`config.mk`:
```
export PLATFORM = sky130hd
export DESIGN_NAME = iob_regfile_2p_arbiter_flat
export DESIGN_NICKNAME = d
export VERILOG_FILES = /design/src/rtl/iob_regfile_2p_arbiter_if.sv /design/src/rtl/iob_regfile_2p_arbiter.sv /design/src/flat_wrapper.sv
export SDC_FILE = /design/constraint.sdc
export NUM_CORES = 1
export LEC_CHECK = 0
export CORE_MARGIN = 2
export CORE_UTILIZATION = 33
export DETAILED_ROUTE_END_ITERATION = 10
export PLACE_DENSITY = 0.85
export SYNTH_ARGS = -nofsm -noshare
export SYNTH_HDL_FRONTEND = slang
export SYNTH_SLANG_ARGS = --single-unit
```
`constraint.sdc`:
```
create_clock -name clk_i -period 2.6 [get_ports clk_i]
set_clock_uncertainty 0.1 [all_clocks]
set_input_delay 0.65 -clock clk_i [delete_from_list [all_inputs] [get_ports clk_i]]
set_output_delay 0.65 -clock clk_i [all_outputs]
set_load 0.005 [all_outputs]
```
`src/rtl/iob_regfile_2p_arbiter_if.sv`:
```
// Bundles the requester-side and register-file-side buses of iob_regfile_2p_arbiter.
// slave modport: the arbiter's view. master modport: the clients/register-file view.
// Signal names keep the arbiter port names so waveforms match the block documentation.
interface iob_regfile_2p_arbiter_if #(
  parameter int N_REQ  = 2,
  parameter int ADDR_W = 3,
  parameter int DATA_W = 21
);
  // requester write channel
  logic [N_REQ-1:0]        req_wvalid_i;
  logic [N_REQ*ADDR_W-1:0] req_waddr_i;
  logic [N_REQ*DATA_W-1:0] req_wdata_i;
  logic [N_REQ-1:0]        req_wready_o;
  // requester read channel
  logic [N_REQ-1:0]        req_rvalid_i;
  logic [N_REQ*ADDR_W-1:0] req_raddr_i;
  logic [N_REQ-1:0]        req_rready_o;
  logic [N_REQ-1:0]        req_rdvalid_o;
  logic [DATA_W-1:0]       req_rdata_o;
  // register file ports
  logic                    rf_wen_o;
  logic [ADDR_W-1:0]       rf_waddr_o;
  logic [DATA_W-1:0]       rf_wdata_o;
  logic [ADDR_W-1:0]       rf_raddr_o;
  logic [DATA_W-1:0]       rf_rdata_i;

  modport slave (
    input  req_wvalid_i, req_waddr_i, req_wdata_i, req_rvalid_i, req_raddr_i, rf_rdata_i,
    output req_wready_o, req_rready_o, req_rdvalid_o, req_rdata_o,
           rf_wen_o, rf_waddr_o, rf_wdata_o, rf_raddr_o
  );

  modport master (
    output req_wvalid_i, req_waddr_i, req_wdata_i, req_rvalid_i, req_raddr_i, rf_rdata_i,
    input  req_wready_o, req_rready_o, req_rdvalid_o, req_rdata_o,
           rf_wen_o, rf_waddr_o, rf_wdata_o, rf_raddr_o
  );
endinterface

```
`src/rtl/iob_regfile_2p_arbiter.sv`:
```
// Round-robin sharing of one 2-port register file between N_REQ requesters (one write + one read per cycle).
// Latency: write lands at the edge ending the grant cycle; read data/rdvalid registered, 1 cycle after grant.
// Backpressure: valid/ready per requester; ready is a combinational one-hot grant, all zero while cke_i=0.
//
// Ports: clk_i (rising edge), arst_n_i (async active-low), cke_i (clock enable),
//        bus (iob_regfile_2p_arbiter_if.slave): requester write/read channels and register-file port.
// Option: define IOB_REGFILE_2P_ARBITER_BYPASS_EN to forward same-cycle write data to a read
//         of the same address; otherwise the read returns the register file's old value.
module iob_regfile_2p_arbiter #(
  parameter int N_REQ  = 2,
  parameter int ADDR_W = 3,
  parameter int DATA_W = 21
) (
  input  logic                     clk_i,
  input  logic                     arst_n_i,
  input  logic                     cke_i,
  iob_regfile_2p_arbiter_if.slave  bus
);

  localparam int PW = (N_REQ > 1) ? $clog2(N_REQ) : 1;

  logic [PW-1:0]     wptr_q, rptr_q;
  logic              whit, rhit;
  logic [PW-1:0]     wsel, rsel;
  logic [PW-1:0]     wptr_nxt, rptr_nxt;
  logic [N_REQ-1:0]  wgnt, rgnt;
  logic [ADDR_W-1:0] waddr, raddr;
  logic [DATA_W-1:0] wdata, rd_src;
  logic [N_REQ-1:0]  rdvalid_q;
  logic [DATA_W-1:0] rdata_q;

  // Winner is the valid requester with the smallest forward distance from ptr
  // (distance wraps modulo N_REQ), i.e. the first one found searching upward from ptr.
  function automatic void rr_pick(input  logic [N_REQ-1:0] vld,
                                  input  logic [PW-1:0]    ptr,
                                  output logic             hit,
                                  output logic [PW-1:0]    sel);
    int best;
    int d;
    hit  = 1'b0;
    sel  = '0;
    best = N_REQ;
    for (int i = 0; i < N_REQ; i++) begin
      d = (i >= int'(ptr)) ? (i - int'(ptr)) : (i + N_REQ - int'(ptr));
      if (vld[i] && (d < best)) begin
        best = d;
        hit  = 1'b1;
        sel  = PW'(i);
      end
    end
  endfunction

  always_comb begin
    whit = 1'b0;
    wsel = '0;
    rhit = 1'b0;
    rsel = '0;
    rr_pick(bus.req_wvalid_i, wptr_q, whit, wsel);
    rr_pick(bus.req_rvalid_i, rptr_q, rhit, rsel);
  end

  // One-hot grants and the granted requester's fields; all zero without a grant.
  always_comb begin
    wgnt  = '0;
    rgnt  = '0;
    waddr = '0;
    wdata = '0;
    raddr = '0;
    for (int i = 0; i < N_REQ; i++) begin
      if (cke_i && whit && (wsel == PW'(i))) begin
        wgnt[i] = 1'b1;
        waddr   = bus.req_waddr_i[i*ADDR_W +: ADDR_W];
        wdata   = bus.req_wdata_i[i*DATA_W +: DATA_W];
      end
      if (cke_i && rhit && (rsel == PW'(i))) begin
        rgnt[i] = 1'b1;
        raddr   = bus.req_raddr_i[i*ADDR_W +: ADDR_W];
      end
    end
  end

  // Pointer moves to the requester after the winner; a single requester keeps it at 0.
  assign wptr_nxt = (wsel == PW'(N_REQ - 1)) ? '0 : (wsel + PW'(1));
  assign rptr_nxt = (rsel == PW'(N_REQ - 1)) ? '0 : (rsel + PW'(1));

  always_comb begin
`ifdef IOB_REGFILE_2P_ARBITER_BYPASS_EN
    // Only consulted in a read-grant cycle, so raddr is the real read address here.
    rd_src = ((|wgnt) && (waddr == raddr)) ? wdata : bus.rf_rdata_i;
`else
    rd_src = bus.rf_rdata_i;
`endif
  end

  always_ff @(posedge clk_i or negedge arst_n_i) begin
    if (!arst_n_i) begin
      wptr_q    <= '0;
      rptr_q    <= '0;
      rdvalid_q <= '0;
      rdata_q   <= '0;
    end else if (cke_i) begin
      if (|wgnt) begin
        wptr_q <= wptr_nxt;
      end
      if (|rgnt) begin
        rptr_q    <= rptr_nxt;
        rdvalid_q <= rgnt;
        rdata_q   <= rd_src;
      end else begin
        rdvalid_q <= '0;
      end
    end
  end

  assign bus.req_wready_o  = wgnt;
  assign bus.req_rready_o  = rgnt;
  assign bus.rf_wen_o      = |wgnt;
  assign bus.rf_waddr_o    = waddr;
  assign bus.rf_wdata_o    = wdata;
  assign bus.rf_raddr_o    = raddr;
  assign bus.req_rdvalid_o = rdvalid_q;
  assign bus.req_rdata_o   = rdata_q;

endmodule

```
`src/flat_wrapper.sv`:
```
// flat-port wrapper written by rule: the top's interface ports become plain ports
module iob_regfile_2p_arbiter_flat 
#(
  parameter int N_REQ  = 2,
  parameter int ADDR_W = 3,
  parameter int DATA_W = 21
)
  (clk_i, arst_n_i, cke_i, bus_req_wvalid_i, bus_req_waddr_i, bus_req_wdata_i, bus_req_rvalid_i, bus_req_raddr_i, bus_rf_rdata_i, bus_req_wready_o, bus_req_rready_o, bus_req_rdvalid_o, bus_req_rdata_o, bus_rf_wen_o, bus_rf_waddr_o, bus_rf_wdata_o, bus_rf_raddr_o);
  iob_regfile_2p_arbiter_if #(.N_REQ(N_REQ), .ADDR_W(ADDR_W), .DATA_W(DATA_W)) bus_i ();
  input  logic clk_i;
  input  logic arst_n_i;
  input  logic cke_i;
  input wire logic [$bits(bus_i.req_wvalid_i)-1:0] bus_req_wvalid_i;
  input wire logic [$bits(bus_i.req_waddr_i)-1:0] bus_req_waddr_i;
  input wire logic [$bits(bus_i.req_wdata_i)-1:0] bus_req_wdata_i;
  input wire logic [$bits(bus_i.req_rvalid_i)-1:0] bus_req_rvalid_i;
  input wire logic [$bits(bus_i.req_raddr_i)-1:0] bus_req_raddr_i;
  input wire logic [$bits(bus_i.rf_rdata_i)-1:0] bus_rf_rdata_i;
  output wire logic [$bits(bus_i.req_wready_o)-1:0] bus_req_wready_o;
  output wire logic [$bits(bus_i.req_rready_o)-1:0] bus_req_rready_o;
  output wire logic [$bits(bus_i.req_rdvalid_o)-1:0] bus_req_rdvalid_o;
  output wire logic [$bits(bus_i.req_rdata_o)-1:0] bus_req_rdata_o;
  output wire logic [$bits(bus_i.rf_wen_o)-1:0] bus_rf_wen_o;
  output wire logic [$bits(bus_i.rf_waddr_o)-1:0] bus_rf_waddr_o;
  output wire logic [$bits(bus_i.rf_wdata_o)-1:0] bus_rf_wdata_o;
  output wire logic [$bits(bus_i.rf_raddr_o)-1:0] bus_rf_raddr_o;
  assign bus_i.req_wvalid_i = bus_req_wvalid_i;
  assign bus_i.req_waddr_i = bus_req_waddr_i;
  assign bus_i.req_wdata_i = bus_req_wdata_i;
  assign bus_i.req_rvalid_i = bus_req_rvalid_i;
  assign bus_i.req_raddr_i = bus_req_raddr_i;
  assign bus_i.rf_rdata_i = bus_rf_rdata_i;
  assign bus_req_wready_o = bus_i.req_wready_o;
  assign bus_req_rready_o = bus_i.req_rready_o;
  assign bus_req_rdvalid_o = bus_i.req_rdvalid_o;
  assign bus_req_rdata_o = bus_i.req_rdata_o;
  assign bus_rf_wen_o = bus_i.rf_wen_o;
  assign bus_rf_waddr_o = bus_i.rf_waddr_o;
  assign bus_rf_wdata_o = bus_i.rf_wdata_o;
  assign bus_rf_raddr_o = bus_i.rf_raddr_o;
  iob_regfile_2p_arbiter #(.N_REQ(N_REQ), .ADDR_W(ADDR_W), .DATA_W(DATA_W)) u_core (.clk_i(clk_i), .arst_n_i(arst_n_i), .cke_i(cke_i), .bus(bus_i));
endmodule
```
==> flow_summary.yaml <==
clocking:
  path_clk_slew_ns: 0.08
  cts_root_buf: "clkbuf_8"
  clk_path_buf_depth: 2
  tritoncts: "yes"
  clock-sinks: 25
  worstSkewPairLatency_ns: 0.26
  numCtsBuffers: 3
  htree_num_levels: 1
sta:
  slew_violations: 0
  hold_ws_ns: 0.383
  timing.fmax_mhz: 398
  fin_crit_ns: 2.51
  timing.slew.headroom_pct: 79.0
  rsz0062_at_grt: "no"
  post-route-period-util_pct: 96.7
  tightest_slew_ns: 0.315
  setup_violations: 0
  hold_viol: 0
final_layout:
  area_growth_pct: 102
  final_core_util_pct: 69.9
  fin_nets: 387
  drive_gt1_share_pct: 14.5
  multi_input_area_um2: 801
  ff_latch_area_um2: 626
  diodes: 0
  fill_cells: 341
setup_path:
  critPathKind: "in -> out"
  arrival_ns: 1.76
  timing.rr.end: "u_core.bus.req_rdvalid_o[1]$_DFFE_PN0P_"
  r2r_start: "u_core.rptr_q$_DFFE_PN0P_"
  cp_max_fo: 12
  crit_start: "bus_req_wvalid_i[0]"
  worst_setup_path_end_kind: "output pin"
  r2r_cells: 3
  start_kind: "primary input"
  r2r_slack_ns: 1.47
  cp_data_required_time_ns: 1.85
  crit_path_end: "bus_rf_wdata_o[16]"
global_route:
  overflow: 0
  antenna_found_initial: 0
  grt_usage_pct: 20.6
  grt_pass1_wl_mm: 8.38
  grt_pass1_vias: 1758
  grt_max_degree: 34
route:
  drc: 0
  routedWlPerCell_um: 14.9
  ant_nets: 0
  dr.pass1.iters: 4
  avgViaCountPerCell: 4.90
  wl_mm: 5.32
  vias: 1745
  drt_iter0_markers: 64
run:
  cap_violations: 0
die:
  row_count: 24
  core_area_mm2: 0.00438
  die_w_um: 71.7
  start_util_pct: 34.5
  dieHeight_um: 71.7
  dieArea_mm2: 0.00515
  pin_count: 137
power:
  power_density_mw_per_mm2: 402
  p_seq_share_pct: 38.9
  max-vdd-ir-drop_mv: 0.262
  p_comb_share_pct: 43.2
  switchingPower_w: 0.000320
  clkPwrFrac_pct: 17.9
  p_leak_nw: 1.47
  internal_power_w: 0.000912
  p_sw_share_pct: 26.0
yosys:
  netlist_area_mm2: 0.00151
  yosys-top-cells-area: "dfrtp_1 41%, mux2_4 20%, nand2_1 15%, o22ai_1 11%, buf_4 2.5%"
  synth_warnings: 0
  synthCells: 162
  synth_nets: 244
  yosysSeqAreaShare_pct: 41.3
  synth.distinct_cells: 16
  synth_top_area_share_pct: 41.3
  syn_area_per_cell_um2: 9.35
  yosys.area.top_type: "dfrtp_1"
  synth_seq_cells: 25
placed_design:
  hpwl_mm: 4.06
  io_buffers: 136
  gp_congestion: 0.770
min_path:
  hold_path.class: "reg -> reg"
run_status:
  status: "finished clean"
-- synthesized netlist by cell type --
cell,instances
mux2_4,20
a31oi_1,2
o22ai_1,27
buf_4,5
buf_6,2
buf_2,6
and3_1,2
nor2_1,4
a21oi_1,2
dfrtp_1,25
nand2b_1,1
mux2_2,1
a21o_1,2
inv_1,2
nand2_1,59
o21ai_2,2
-- cell usage in the layout (no fill, tap or decap) --
| cell type | count |
|---|---|
| buf_2 | 1 |
| a21oi_1 | 2 |
| nand2_2 | 1 |
| dlygate4sd2_1 | 32 |
| mux2_4 | 20 |
| buf_12 | 5 |
| dlymetal6s2s_1 | 1 |
| mux2_2 | 1 |
| a21o_1 | 2 |
| nand2_1 | 58 |
| buf_4 | 9 |
| a31oi_1 | 2 |
| o22ai_1 | 27 |
| bufbuf_16 | 1 |
| dfrtp_1 | 25 |
| nor2_1 | 4 |
| inv_1 | 2 |
| and3_1 | 2 |
| nand2b_1 | 1 |
| clkdlybuf4s50_1 | 101 |
| clkbuf_1 | 1 |
| clkdlybuf4s15_2 | 1 |
| o21ai_2 | 1 |
| clkbuf_8 | 3 |
| o21ai_4 | 1 |
-- layer usage --
metal / track usage (%) / routed length [µm] / up-vias
met4: 2.73 / 0 / 0
met3: 5.63 / 589 / 0
met1: 24.8 / 2100 / 796
li1: - / - / 846
met2: 37.4 / 2630 / 103
met5: 0 / 0 / -
-- kinds of logic after synthesis --
family / after synthesis / share of synthesized area (%)
and+or+nand+nor: 66 / 16.9
AOI/OAI and AO/OA: 35 / 14.8
DFF: 25 / 41.3
muxes: 21 / 20.6
buffers and inverters: 15 / 6.45
-- through the flow --
| stage | power, W | area [µm²] | setup TNS, ns | setup slack [ns] | cells |
|---|---|---|---|---|---|
| 6_report | 0.00123 | 3060 | 0 | 0.0851 | 356 |
| 5_1_grt | 0.00130 | 3060 | 0 | 0.0109 | 356 |
| 4_1_cts | 0.00124 | 3050 | 0 | 0.0439 | 356 |
| 3_5_place_dp | 0.00102 | 2980 | -8.33 | -0.330 | 347 |
| 3_3_place_gp | 0.00101 | 2980 | -7.72 | -0.291 | 347 |
| 2_1_floorplan | 0.000670 | 1510 | 0 | 0.600 | 162 |
-- state kept, by name (all words and copies together), names as in the netlist --
name	count
u_core.bus.req_rdata_o	21
u_core.bus.req_rdvalid_o	2
u_core.rptr_q	1
u_core.wptr_q	1
-- power by group through the flow --
stage	Clock (W)	Sequential (W)	Combinational, W
2_1_floorplan	0	0.000482	0.000188
5_1_grt	0.000241	0.000485	0.000573
3_3_place_gp	0	0.000481	0.000526
4_1_cts	0.000225	0.000478	0.000536
3_5_place_dp	0	0.000483	0.000540
6_report	0.000221	0.000479	0.000531
-- critical path: stages --
cell           delay (ns)
dlygate4sd2_1        0.24
inv_1                0.08
o21ai_4              0.17
bufbuf_16            0.30
o22ai_1              0.06
dlygate4sd2_1        0.26
-- worst min path at each step --
stage,startpoint,cells past startpoint,slack [ns],endpoint
after floorplan,arst_n_i,0,0.25,u_core.bus.req_rdata_o[0]$_DFFE_PN0P_
after global placement,u_core.bus.req_rdvalid_o[1]$_DFFE_PN0P_,1,0.36,u_core.bus.req_rdvalid_o[1]$_DFFE_PN0P_
after detailed placement,u_core.bus.req_rdvalid_o[1]$_DFFE_PN0P_,1,0.37,u_core.bus.req_rdvalid_o[1]$_DFFE_PN0P_
after CTS,u_core.bus.req_rdvalid_o[1]$_DFFE_PN0P_,1,0.39,u_core.bus.req_rdvalid_o[1]$_DFFE_PN0P_
after global routing,u_core.bus.req_rdvalid_o[1]$_DFFE_PN0P_,1,0.42,u_core.bus.req_rdvalid_o[1]$_DFFE_PN0P_
final,u_core.bus.req_rdvalid_o[1]$_DFFE_PN0P_,1,0.38,u_core.bus.req_rdvalid_o[1]$_DFFE_PN0P_
-- final cells by class --
class | instances | area share (%)
Sequential cell | 25 | 20.4
Multi-Input combinational cell | 122 | 26.1
Clock buffer | 4 | 1.47
Inverter | 2 | 0.245
Tap cell | 52 | 2.12
Timing Repair Buffer | 151 | 49.6
-- repair_timing --
action	in CTS	in global routing
pin swaps	2	1
cloned	1	0
setup endpoints to repair	32	13
buffers inserted	4	0
endpoints found under the hold margin	0	0
gates resized for setup	36	2
hold buffers	0	0
Power figures use the tool's default switching activity.
